## config.mk

```make
export PLATFORM = sky130hd
export DESIGN_NAME = vec_mem_unit_flat
export DESIGN_NICKNAME = d
export VERILOG_FILES = /design/src/rtl/vec_mem_unit_pkg.sv /design/src/rtl/vec_mem_unit_if.sv /design/src/rtl/vec_lane_sel.sv /design/src/rtl/vec_mem_unit.sv /design/src/flat_wrapper.sv
export SDC_FILE = /design/constraint.sdc
export NUM_CORES = 1
export LEC_CHECK = 0
export ABC_AREA = 1
export CORE_MARGIN = 4
export CORE_UTILIZATION = 35
export CTS_CLUSTER_SIZE = 20
export DETAILED_ROUTE_END_ITERATION = 6
export PLACE_DENSITY_LB_ADDON = 0.2
export SYNTH_ARGS = -nofsm -noshare
export SYNTH_HDL_FRONTEND = slang
export SYNTH_SLANG_ARGS = --single-unit
```

## constraint.sdc

```tcl
create_clock -name clk -period 6.5 [get_ports clk]
set_input_delay 0.65 -clock clk [delete_from_list [all_inputs] [get_ports clk]]
set_output_delay 0.65 -clock clk [all_outputs]
set_load 0.02 [all_outputs]
```

## src/rtl/vec_mem_unit_pkg.sv

```systemverilog
`default_nettype none
// ============================================================================
// Module   : vec_mem_unit_pkg
// Brief    : Shared vector datapath sizes and vec_mem_unit FSM encoding.
// Revision : 1.0
// ============================================================================
package vec_mem_unit_pkg;

   localparam int c_lanes  = 16;
   localparam int c_lane_w = 16;
   localparam int c_addr_w = 16;
   localparam int c_k_w    = 4;

   localparam logic [c_k_w-1:0] c_k_last = 4'd15;

   typedef logic [2:0] state_t;

   localparam state_t c_st_idle  = 3'd0;
   localparam state_t c_st_load  = 3'd1;
   localparam state_t c_st_drain = 3'd2;
   localparam state_t c_st_store = 3'd3;
   localparam state_t c_st_done  = 3'd4;

endpackage
`default_nettype wire

```

## src/rtl/vec_mem_unit_if.sv

```systemverilog
`default_nettype none
// ============================================================================
// Module   : vec_mem_unit_if
// Brief    : Request/response and word-memory signals of the vector memory unit.
// Revision : 1.0
// ============================================================================
interface vec_mem_unit_if #(
   parameter int LANES  = vec_mem_unit_pkg::c_lanes,
   parameter int LANE_W = vec_mem_unit_pkg::c_lane_w,
   parameter int ADDR_W = vec_mem_unit_pkg::c_addr_w
) ();

   logic                    start;
   logic                    is_store;
   logic [ADDR_W-1:0]       base_addr;
   logic [LANES*LANE_W-1:0] wdata;
   logic                    busy;
   logic                    done;
   logic [LANES*LANE_W-1:0] rdata;

   logic [ADDR_W-1:0]       mem_addr;
   logic                    mem_re;
   logic                    mem_we;
   logic [LANE_W-1:0]       mem_wdata;
   logic [LANE_W-1:0]       mem_rdata;

   modport slave (
      input  start, is_store, base_addr, wdata, mem_rdata,
      output busy, done, rdata, mem_addr, mem_re, mem_we, mem_wdata
   );

   modport master (
      output start, is_store, base_addr, wdata, mem_rdata,
      input  busy, done, rdata, mem_addr, mem_re, mem_we, mem_wdata
   );

endinterface
`default_nettype wire

```

## src/rtl/vec_lane_sel.sv

```systemverilog
`default_nettype none
// ============================================================================
// Module   : vec_lane_sel
// Brief    : Combinational selection of one lane from a packed vector.
// Revision : 1.0
// ============================================================================
module vec_lane_sel #(
   parameter int LANES  = 16,
   parameter int LANE_W = 16,
   parameter int IDX_W  = 4
) (
   input  logic [LANES*LANE_W-1:0] i_vec,
   input  logic [IDX_W-1:0]        i_idx,
   output logic [LANE_W-1:0]       o_word
);

   always_comb begin
      o_word = i_vec[int'(i_idx)*LANE_W +: LANE_W];
   end

endmodule
`default_nettype wire

```

## src/rtl/vec_mem_unit.sv

```systemverilog
`default_nettype none
// ============================================================================
// Module   : vec_mem_unit
// Brief    : Serialises vector loads/stores into one word access per cycle.
// Revision : 1.0
// ============================================================================
module vec_mem_unit
   import vec_mem_unit_pkg::*;
#(
   parameter int LANES  = c_lanes,
   parameter int LANE_W = c_lane_w,
   parameter int ADDR_W = c_addr_w
) (
   input  logic          clk,
   input  logic          rst_n,
   vec_mem_unit_if.slave bus
);

   state_t                  r_state;
   state_t                  w_next_state;
   logic [c_k_w-1:0]        r_k;
   logic [c_k_w-1:0]        r_cap_idx;
   logic                    r_cap_valid;
   logic [ADDR_W-1:0]       r_base;
   logic [LANES*LANE_W-1:0] r_wdata;
   logic [LANES*LANE_W-1:0] r_rdata;
   logic [ADDR_W-1:0]       w_lane_addr;
   logic [LANE_W-1:0]       w_lane_word;

   // Natural ADDR_W-bit overflow gives the wrap from the top of memory to 0.
   assign w_lane_addr = r_base + ADDR_W'(r_k);

   vec_lane_sel #(
      .LANES  (LANES),
      .LANE_W (LANE_W),
      .IDX_W  (c_k_w)
   ) u_lane_sel (
      .i_vec  (r_wdata),
      .i_idx  (r_k),
      .o_word (w_lane_word)
   );

   always_ff @(posedge clk or negedge rst_n) begin
      if (!rst_n) begin
         r_state <= c_st_idle;
      end else begin
         r_state <= w_next_state;
      end
   end

   always_comb begin
      w_next_state = r_state;
      case (r_state)
         c_st_idle:  if (bus.start) w_next_state = bus.is_store ? c_st_store : c_st_load;
         c_st_load:  if (r_k == c_k_last) w_next_state = c_st_drain;
         c_st_store: if (r_k == c_k_last) w_next_state = c_st_done;
         c_st_drain: w_next_state = c_st_done;
         c_st_done:  w_next_state = c_st_idle;
         default:    w_next_state = c_st_idle;
      endcase
   end

   always_comb begin
      bus.busy      = 1'b0;
      bus.done      = 1'b0;
      bus.mem_re    = 1'b0;
      bus.mem_we    = 1'b0;
      bus.mem_addr  = '0;
      bus.mem_wdata = '0;
      case (r_state)
         c_st_load: begin
            bus.busy     = 1'b1;
            bus.mem_re   = 1'b1;
            bus.mem_addr = w_lane_addr;
         end
         c_st_store: begin
            bus.busy      = 1'b1;
            bus.mem_we    = 1'b1;
            bus.mem_addr  = w_lane_addr;
            bus.mem_wdata = w_lane_word;
         end
         c_st_drain: bus.busy = 1'b1;
         c_st_done: begin
            bus.busy = 1'b1;
            bus.done = 1'b1;
         end
         default: ;
      endcase
   end

   // Read data lags the strobe by one cycle, so the lane index rides along.
   always_ff @(posedge clk or negedge rst_n) begin
      if (!rst_n) begin
         r_k         <= '0;
         r_cap_idx   <= '0;
         r_cap_valid <= 1'b0;
         r_base      <= '0;
         r_wdata     <= '0;
         r_rdata     <= '0;
      end else begin
         r_cap_valid <= (r_state == c_st_load);
         r_cap_idx   <= r_k;
         if (r_cap_valid) begin
            r_rdata[int'(r_cap_idx)*LANE_W +: LANE_W] <= bus.mem_rdata;
         end
         case (r_state)
            c_st_idle: begin
               if (bus.start) begin
                  r_base  <= bus.base_addr;
                  r_wdata <= bus.wdata;
                  r_k     <= '0;
               end
            end
            c_st_load, c_st_store: r_k <= r_k + 1'b1;
            default: ;
         endcase
      end
   end

   assign bus.rdata = r_rdata;

endmodule
`default_nettype wire

```

## src/flat_wrapper.sv

```systemverilog
// flat-port wrapper written by rule: the top's interface ports become plain ports
module vec_mem_unit_flat import vec_mem_unit_pkg::*;
#(
   parameter int LANES  = c_lanes,
   parameter int LANE_W = c_lane_w,
   parameter int ADDR_W = c_addr_w
)
  (clk, rst_n, bus_start, bus_is_store, bus_base_addr, bus_wdata, bus_mem_rdata, bus_busy, bus_done, bus_rdata, bus_mem_addr, bus_mem_re, bus_mem_we, bus_mem_wdata);
  vec_mem_unit_if #(.LANES(LANES), .LANE_W(LANE_W), .ADDR_W(ADDR_W)) bus_i ();
  input  logic clk;
  input  logic rst_n;
  input wire logic [$bits(bus_i.start)-1:0] bus_start;
  input wire logic [$bits(bus_i.is_store)-1:0] bus_is_store;
  input wire logic [$bits(bus_i.base_addr)-1:0] bus_base_addr;
  input wire logic [$bits(bus_i.wdata)-1:0] bus_wdata;
  input wire logic [$bits(bus_i.mem_rdata)-1:0] bus_mem_rdata;
  output wire logic [$bits(bus_i.busy)-1:0] bus_busy;
  output wire logic [$bits(bus_i.done)-1:0] bus_done;
  output wire logic [$bits(bus_i.rdata)-1:0] bus_rdata;
  output wire logic [$bits(bus_i.mem_addr)-1:0] bus_mem_addr;
  output wire logic [$bits(bus_i.mem_re)-1:0] bus_mem_re;
  output wire logic [$bits(bus_i.mem_we)-1:0] bus_mem_we;
  output wire logic [$bits(bus_i.mem_wdata)-1:0] bus_mem_wdata;
  assign bus_i.start = bus_start;
  assign bus_i.is_store = bus_is_store;
  assign bus_i.base_addr = bus_base_addr;
  assign bus_i.wdata = bus_wdata;
  assign bus_i.mem_rdata = bus_mem_rdata;
  assign bus_busy = bus_i.busy;
  assign bus_done = bus_i.done;
  assign bus_rdata = bus_i.rdata;
  assign bus_mem_addr = bus_i.mem_addr;
  assign bus_mem_re = bus_i.mem_re;
  assign bus_mem_we = bus_i.mem_we;
  assign bus_mem_wdata = bus_i.mem_wdata;
  vec_mem_unit #(.LANES(LANES), .LANE_W(LANE_W), .ADDR_W(ADDR_W)) u_core (.clk(clk), .rst_n(rst_n), .bus(bus_i));
endmodule
```

Word-level counts from Yosys, hierarchy flattened. Index checks and enable logic that the tools add are counted.

Word-level logic and storage cells: 42. Output and inout bits: 292. Bits in registers: 540. Bits of input ports: 292.

Multiplexer cells: 14. Eq/ne operators: 8. Shift operators: 3. Add/subtract/negate cells: 3. Reductions and logical operators: 7.

Operators by type and width (count): bitwise mux 256 bit (1); variable shift 16 x 33 -> 256 bit (first input constant) (1); indexed part select 16 x 33 -> 256 bit (1); indexed part select 256 x 9 -> 16 bit (1); negation 8 -> 33 bit (1); 2-to-1 mux 16 bit (2); adder 16 x 4 -> 16 bit (1); case mux 3 bit (4 select lines) (1); 2-to-1 mux 3 bit (3); case mux 4 bit (2 select lines) (1); equality test 3 x 2 -> 1 bit (second input constant) (2); adder 4 x 1 -> 4 bit (second input constant) (1); equality test 4 bit (second input constant) (1); 2-to-1 mux 1 bit (4); 2-to-1 mux 4 bit (1); != test 2 x 1 -> 1 bit (second input constant) (2); AND reduction 2 bit (2); OR reduction 4 bit (1); equality test 3 x 1 -> 1 bit (second input constant) (1); equality test 3 bit (second input constant) (1); logical NOT 3 bit (1); AND reduction 3 bit (1); 2-to-1 mux 2 bit (1); != test 2 bit (second input constant) (1); 2 further kinds (2).

Longest topological paths before layout. Gate-level depths: netlist of run 1.

Depth after elaboration: 4. Gate-level depth with buffers: 14. Mapped depth without buffers: 11.

By module. From an unflattened synthesis of run 1, not the netlist that was laid out.

Cell total of the unflattened synthesis: 2896. Area total of the unflattened synthesis: 25659.6 um^2.

By module, submodules not included: vec_mem_unit (instances 1, sequential area each 13513.0 um^2, area each 22392.7 um^2, cells each 2121); vec_lane_sel (instances 1, sequential area each 0.0 um^2, area each 3266.9 um^2, cells each 775).

Least setup slack after synthesis of run 1. No wires, ideal clock.

Path type: flip-flop to output port. Start: register u_core.r_k[1]. End: output bus_mem_wdata[11]. Stages on the path, launching flop included: 8. Path slack: 4.129 ns. Data arrival time: 1.721 ns. Required time: 5.850 ns. Path buffers: 2. Cell sequence: dfrtp_1 > inv_1 > clkbuf_1 > clkbuf_1 > nand3_1 > nand3_1 > nand3_1 > a21oi_1.

Word-level cells in the longest chain between the ends: 2.

RTL lines: start: declaration (line vec_mem_unit.sv:21) `logic [c_k_w-1:0] r_k;`; start signal: assignment (line vec_mem_unit.sv:114) `c_st_load, c_st_store: r_k <= r_k + 1'b1;`; indexed part select 256 x 9 -> 16 bit (line vec_lane_sel.sv:18) `o_word = i_vec[int'(i_idx)*LANE_W +: LANE_W];`; 2-to-1 mux 16 bit (line vec_mem_unit.sv:70) `case (r_state)`; end: declaration (line flat_wrapper.sv:23) `output wire logic [$bits(bus_i.mem_wdata)-1:0] bus_mem_wdata;`.

No other way between the ends.

Final worst setup path of run 1.
Start: register u_core.r_k[0]. End: output bus_mem_wdata[14].

The elaborated chain is that of the path after synthesis.

==> results of run 1 <==
==> worst max-delay path: stages, from the launching register on <==
cell             delay, ns
dfrtp_4               1.04
buf_4                 0.83
nand2_1               0.14
nand3_1               0.11
nand3_1               0.15
nand3_1               0.24
a21oi_1               0.14
clkdlybuf4s50_1       0.58
==> layer usage <==
metal / share of wire [%] / up-vias / wire, um
li1: - / 11100 / -
met1: 39 / 10900 / 36800
met2: 49 / 803 / 45800
met3: 7.7 / 188 / 7240
met4: 3.9 / 20 / 3660
met5: 0.14 / - / 129
==> placed cells by master (no fill, tap or decap), types with 15 or more instances in the layout <==
cell | synthesis | final
nand2_1 | 965 | 965
o21ai_0 | 64 | 64
clkdlybuf4s50_1 | 0 | 582
clkbuf_1 | 107 | 15
nor2_1 | 439 | 439
clkbuf_16 | 0 | 60
nor3_1 | 114 | 114
buf_4 | 4 | 19
dfrtp_1 | 540 | 536
diode_2 | 0 | 17
nand4_1 | 46 | 46
o21ai_1 | 29 | 29
inv_1 | 247 | 245
nand3_1 | 226 | 225
mux2_2 | 76 | 76
a21oi_1 | 219 | 219
==> synthesized netlist by cell type, types with 2 or more instances <==
master / number
dfrtp_1: 540
nand2_2: 4
buf_4: 4
a21oi_1: 219
buf_2: 68
mux2_2: 76
xnor2_1: 2
o21ai_0: 64
nand2_4: 2
clkbuf_1: 107
inv_2: 8
clkinv_1: 3
nor2_2: 10
nand2_1: 965
nand4_1: 46
nor2_1: 439
buf_1: 24
nor3_1: 114
nand3_1: 226
a31oi_1: 3
nor2_4: 4
ha_1: 7
o21ai_1: 29
nand3_2: 2
inv_1: 247
==> sequential cells by signal (all words and copies together) (netlist names) <==
signal,cells
u_core.r_cap_valid,1
u_core.r_base,16
u_core.r_k,4
u_core.r_cap_idx,4
u_core.r_wdata,256
u_core.bus.rdata,256
u_core.r_state,3
==> layout make-up <==
cell class	count	share of cell area [%]
flip-flops and latches	540	40.0
repair buffers	607	18.0
inverters	258	2.87
multi-input cells	2218	29.9
clock buffers	88	5.14
diodes	17	0.126
well taps	950	3.52
clock inverters	9	0.400
==> worst min path at each step <==
stage | start | depth (start not counted) | slack, ns | endpoint
CTS | rst_n | 1 | 0.10 | u_core.bus.rdata[145]
detailed placement | u_core.bus.rdata[83] | 2 | 0.46 | u_core.bus.rdata[83]
global placement | u_core.bus.rdata[83] | 2 | 0.46 | u_core.bus.rdata[83]
global route | rst_n | 1 | 0.13 | u_core.bus.rdata[151]
finish | rst_n | 1 | 0.09 | u_core.bus.rdata[51]
floorplan | rst_n | 0 | 0.35 | u_core.bus.rdata[0]
==> power by group <==
group          internal [uW]  switching [uW]  leakage (uW)
Sequential              4900            1010       0.00579
Clock                   1940            1390      0.000920
Combinational           3230            5680       0.00891
Total                  10100            8090        0.0156
==> kinds of logic after synthesis <==
logic type | synth area share (%)
AND/OR/NAND/NOR | 29.5
flip-flops | 53.2
XOR/XNOR | 0.0690
buffers and inverters | 7.21
adder cells (fa/ha/maj) | 0.424
AO/OA/AOI/OAI | 6.27
multiplexers | 3.37
==> per-stage QoR <==
step	setup slack [ns]	cells
2_1_floorplan	4.13	3219
3_3_place_gp	2.56	4573
3_5_place_dp	2.48	4573
4_1_cts	1.89	4670
5_1_grt	1.66	4675
6_report	1.97	4687
==> impl_metrics.py, run 1 <==
metrics = {
    "run_status": {
        "status": "finished, final reports clean",
    },
    "cells_and_area": {
        "area_growth_pct": 32.9,
        "post-route-cell-area_um2": 33800,
        "multi_input_area_um2": 10100,
        "seq_area_um2": 13500,
        "fin_nets": 3985,
        "post-route-util_pct": 47.1,
        "layout-drive-gt1-share_pct": 6.05,
        "fillCellCount": 7162,
    },
    "timing": {
        "finalCriticalPeriod_ns": 4.53,
        "timing.slew.headroom_pct": 22.9,
        "grt_setup_unrepaired": "no",
        "fmax_mhz": 221,
        "tightest_slew_ns": 1.15,
        "finalCritPeriodShare_pct": 69.6,
        "slew_viol_final": 0,
        "report.final.setup_viol": 0,
        "setup-tns-final_ns": 0,
        "clock_skew_ns": 0.0277,
        "timing.hold.ws_ns": 0.0909,
        "hold_viol": 0,
    },
    "synthesis": {
        "yosysWarnings": 0,
        "synthesis.area_um2": 25400,
        "synth_top_area_cell": "dfrtp_1",
        "ys_ff_latch": 540,
        "synth_top_flop_cell": "dfrtp_1",
        "yosysUniqueCellTypes": 31,
        "synthArstFlopShare_pct": 100,
        "synthesis.nets": 3519,
        "syn_inst": 3219,
        "yosys.area.top_type_share_pct": 53.2,
        "ys_seq_area_share_pct": 53.2,
        "synth-edff-count": 0,
        "synth_top_cells_by_area": "dfrtp_1 (53%), nand2_1 (14%), nor2_1 (6.5%)",
        "synth_area_per_cell_um2": 7.89,
    },
    "critical_path": {
        "crit_path_end_kind": "output pin",
        "r2r_start": "u_core.r_cap_idx[0]",
        "critPathArrivalTime_ns": 3.88,
        "r2r-end": "u_core.bus.rdata[40]",
        "required_ns": 5.85,
        "ff2ff_setup_slack_ns": 2.46,
        "crit_fanout": 80,
        "critPathCapture": "bus_mem_wdata[14]",
        "path_class": "flop to output pin",
        "start_kind": "flop",
        "rr_worst_depth": 8,
        "cp-startpoint": "u_core.r_k[0]",
    },
    "global_route": {
        "grt_max_degree": 191,
        "grt_overflow_total": 0,
        "antenna_found_initial": 32,
        "use_met2_pct": 40.0,
        "met3_usage_pct": 6.03,
        "met1_usage_pct": 28.6,
        "grt_pass1_wl_um": 139000,
        "grt_pass1_vias": 22400,
        "groute.usage.overall_pct": 23.5,
        "busiest_layer": "met2",
    },
    "floorplan": {
        "rows": 98,
        "die_area_um2": 77000,
        "start_util_pct": 35.4,
        "io_pins": 584,
        "die-width_um": 277,
        "core_area_um2": 71700,
        "die_y_um": 277,
    },
    "cts": {
        "worstSkewPairLatency_ns": 0.63,
        "clk_pin_slew_ns": 0.06,
        "ctsResizeCount": 0,
        "post_cts_buffers": 0,
        "cts_tree": "done",
        "cts_hold_buf": 0,
        "clk_path_buf_depth": 3,
        "cts.htree.levels": 2,
        "cts_buffers": 60,
        "cts.sinks": 540,
        "root_buffer": "clkbuf_16",
    },
    "power": {
        "power_uw": 18200,
        "powerDensity_nw_per_um2": 538,
        "leakage_uw": 0.0156,
        "ir_worst_vdd_v": 0.000312,
    },
    "routing": {
        "drt-initial-drc-count": 2152,
        "ant_nets": 0,
        "wl_per_cell_um": 20.0,
        "vias": 23100,
        "vias_per_cell": 4.92,
        "wl_um": 93600,
        "first_pass_iters": 5,
        "drc": 0,
    },
    "place": {
        "placed_area_um2": 31900,
        "place.gp.congestion": 0.847,
        "port_buffers": 583,
        "dpl.hpwl_um": 67500,
    },
    "min_path": {
        "hold_class": "input port to asynchronous set/reset pin",
    },
    "flow_run": {
        "max-cap-violations": 0,
    },
}
(Power assumes the default switching activity.)
==> inputs of run 2 (changes only) <==
==> constraint.sdc (replaced) <==
create_clock -name clk -period 4.51 [get_ports clk]
set_input_delay 0.451 -clock clk [delete_from_list [all_inputs] [get_ports clk]]
set_output_delay 0.451 -clock clk [all_outputs]
set_load 0.02 [all_outputs]
==> impl_metrics.py, run 2 (synthesized netlist as in run 1, its figures left out) <==
metrics = {
    "routing": {
        "drt-initial-drc-count": 1796,
        "wl_per_cell_um": 20.2,
        "vias_per_cell": 4.95,
        "ant_nets": 0,
        "wl_um": 95200,
        "drc": 0,
        "vias": 23400,
        "first_pass_iters": 5,
    },
    "cts": {
        "cts_tree": "done",
        "cts.sinks": 540,
        "root_buffer": "clkbuf_16",
        "cts_buffers": 66,
        "ctsResizeCount": 0,
        "clk_pin_slew_ns": 0.06,
        "cts.htree.levels": 3,
        "worstSkewPairLatency_ns": 0.60,
        "clk_path_buf_depth": 3,
    },
    "timing": {
        "grt_setup_unrepaired": "no",
        "setup-tns-final_ns": 0,
        "slew_viol_final": 0,
        "hold_viol": 0,
        "report.final.setup_viol": 0,
        "fin_ws_ns": 0.453,
        "timing.slew.headroom_pct": 33.8,
        "finalCritPeriodShare_pct": 89.9,
        "tightest_slew_ns": 0.991,
        "fmax_mhz": 247,
        "clock_skew_ns": 0.0196,
        "finalCriticalPeriod_ns": 4.06,
        "timing.hold.ws_ns": 0.417,
    },
    "power": {
        "ir_worst_vdd_v": 0.000432,
        "leakage_uw": 0.0158,
        "powerDensity_nw_per_um2": 782,
    },
    "floorplan": {
        "die_area_um2": 77000,
        "start_util_pct": 35.4,
        "core_area_um2": 71700,
        "io_pins": 584,
        "die_y_um": 277,
        "die-width_um": 277,
        "rows": 98,
    },
    "flow_run": {
        "max-cap-violations": 0,
    },
    "global_route": {
        "antenna_found_initial": 22,
        "grt_max_degree": 111,
        "grt_pass1_vias": 23200,
        "met1_usage_pct": 29.5,
        "groute.usage.overall_pct": 24.0,
        "use_met2_pct": 39.8,
        "grt_pass1_wl_um": 142000,
        "grt_overflow_total": 0,
        "met3_usage_pct": 5.80,
        "busiest_layer": "met2",
    },
    "place": {
        "port_buffers": 583,
        "preCtsSetupSlack_ns": 1.14,
        "place.gp.congestion": 0.854,
        "dpl.hpwl_um": 68900,
        "placed_area_um2": 32000,
    },
    "cells_and_area": {
        "fin_nets": 4012,
        "area_growth_pct": 34.4,
        "layout-drive-gt1-share_pct": 6.79,
        "fillCellCount": 7119,
        "final_common_cell": "nand2_1",
        "post-route-cell-area_um2": 34100,
        "final_cell_mix": "nand2_1 (965), clkdlybuf4s50_1 (582), dfrtp_1 (536)",
    },
    "critical_path": {
        "crit_fanout": 42,
        "start_kind": "flop",
        "critPathArrivalTime_ns": 3.61,
        "crit_path_end_kind": "output pin",
        "path_class": "flop to output pin",
        "required_ns": 4.06,
    },
    "min_path": {
        "hold_class": "input port to flop",
    },
    "run_status": {
        "status": "finished, final reports clean",
    },
}
## run 2: through the flow
step / cells / util (%) / total power [uW]
after floorplan: 3219 / - / 16000
after global placement: 4593 / 44.7 / 21500
after detailed placement: 4593 / 44.7 / 21700
after CTS: 4706 / 47.5 / 26900
after global routing: 4711 / 47.6 / 28400
final: 4721 / 47.6 / 26700
## run 2: area by class of cell
class	count	area, um^2	share of cell area [%]
repair buffers	628	6280	18.4
inverters	258	968	2.84
well taps	950	1190	3.48
multi-input cells	2218	10100	29.6
clock inverters	18	188	0.550
clock buffers	94	1860	5.45
diodes	15	37.5	0.110
flip-flops and latches	540	13500	39.6
## run 2: worst max-delay path, cell delays in order, from the launching register on
cell and delay, ns:
dfrtp_4 0.65, inv_2 0.73, nand3_1 0.25, nand3_1 0.20, nand3_1 0.21, a21oi_1 0.27
clkdlybuf4s50_1 0.64
## run 2: layer usage
metal	vias up	routed length (um)
met3	216	7280
met5	-	109
li1	11200	-
met4	14	4890
met2	872	45400
met1	11100	37500
## run 2: path summary, 6_finish.rpt
kind | start | endpoint | slack [ns] | cells after the start
min in group asynchronous | rst_n | u_core.bus.rdata[150] | 0.51 | 2
max in group asynchronous | rst_n | u_core.bus.rdata[3] | 2.93 | 3
hold / removal | bus_wdata[243] | u_core.r_wdata[243] | 0.42 | 3
setup / recovery | u_core.r_k[1] | bus_mem_wdata[14] | 0.45 | 6
hold reg to reg | u_core.bus.rdata[19] | u_core.bus.rdata[19] | 0.47 | 2
setup reg to reg | u_core.r_cap_idx[0] | u_core.bus.rdata[86] | 1.17 | 10
## run 2: where the power goes
group / internal, uW / total [uW] / switching [uW]
clock network: 2990 / 5140 / 2150
registers: 7060 / 8390 / 1330
logic: 4750 / 13200 / 8420
## run 2: timing repair
| action | CTS | global route |
|---|---|---|
| endpoints found under the hold margin | 91 | 0 |
| hold buffers | 1 | 0 |
| buffers inserted | 0 | 0 |
==> inputs of run 3 (changes only) <==
--- a/config.mk
+++ b/config.mk
@@ -6,6 +6,7 @@
 export NUM_CORES = 1
 export LEC_CHECK = 0
 export ABC_AREA = 1
+export ABC_CLOCK_PERIOD_IN_PS = 4510
 export CORE_MARGIN = 4
 export CORE_UTILIZATION = 35
 export CTS_CLUSTER_SIZE = 20
==> results of run 3 <==
Final layout, timing and power as in run 2 (identical DEF).
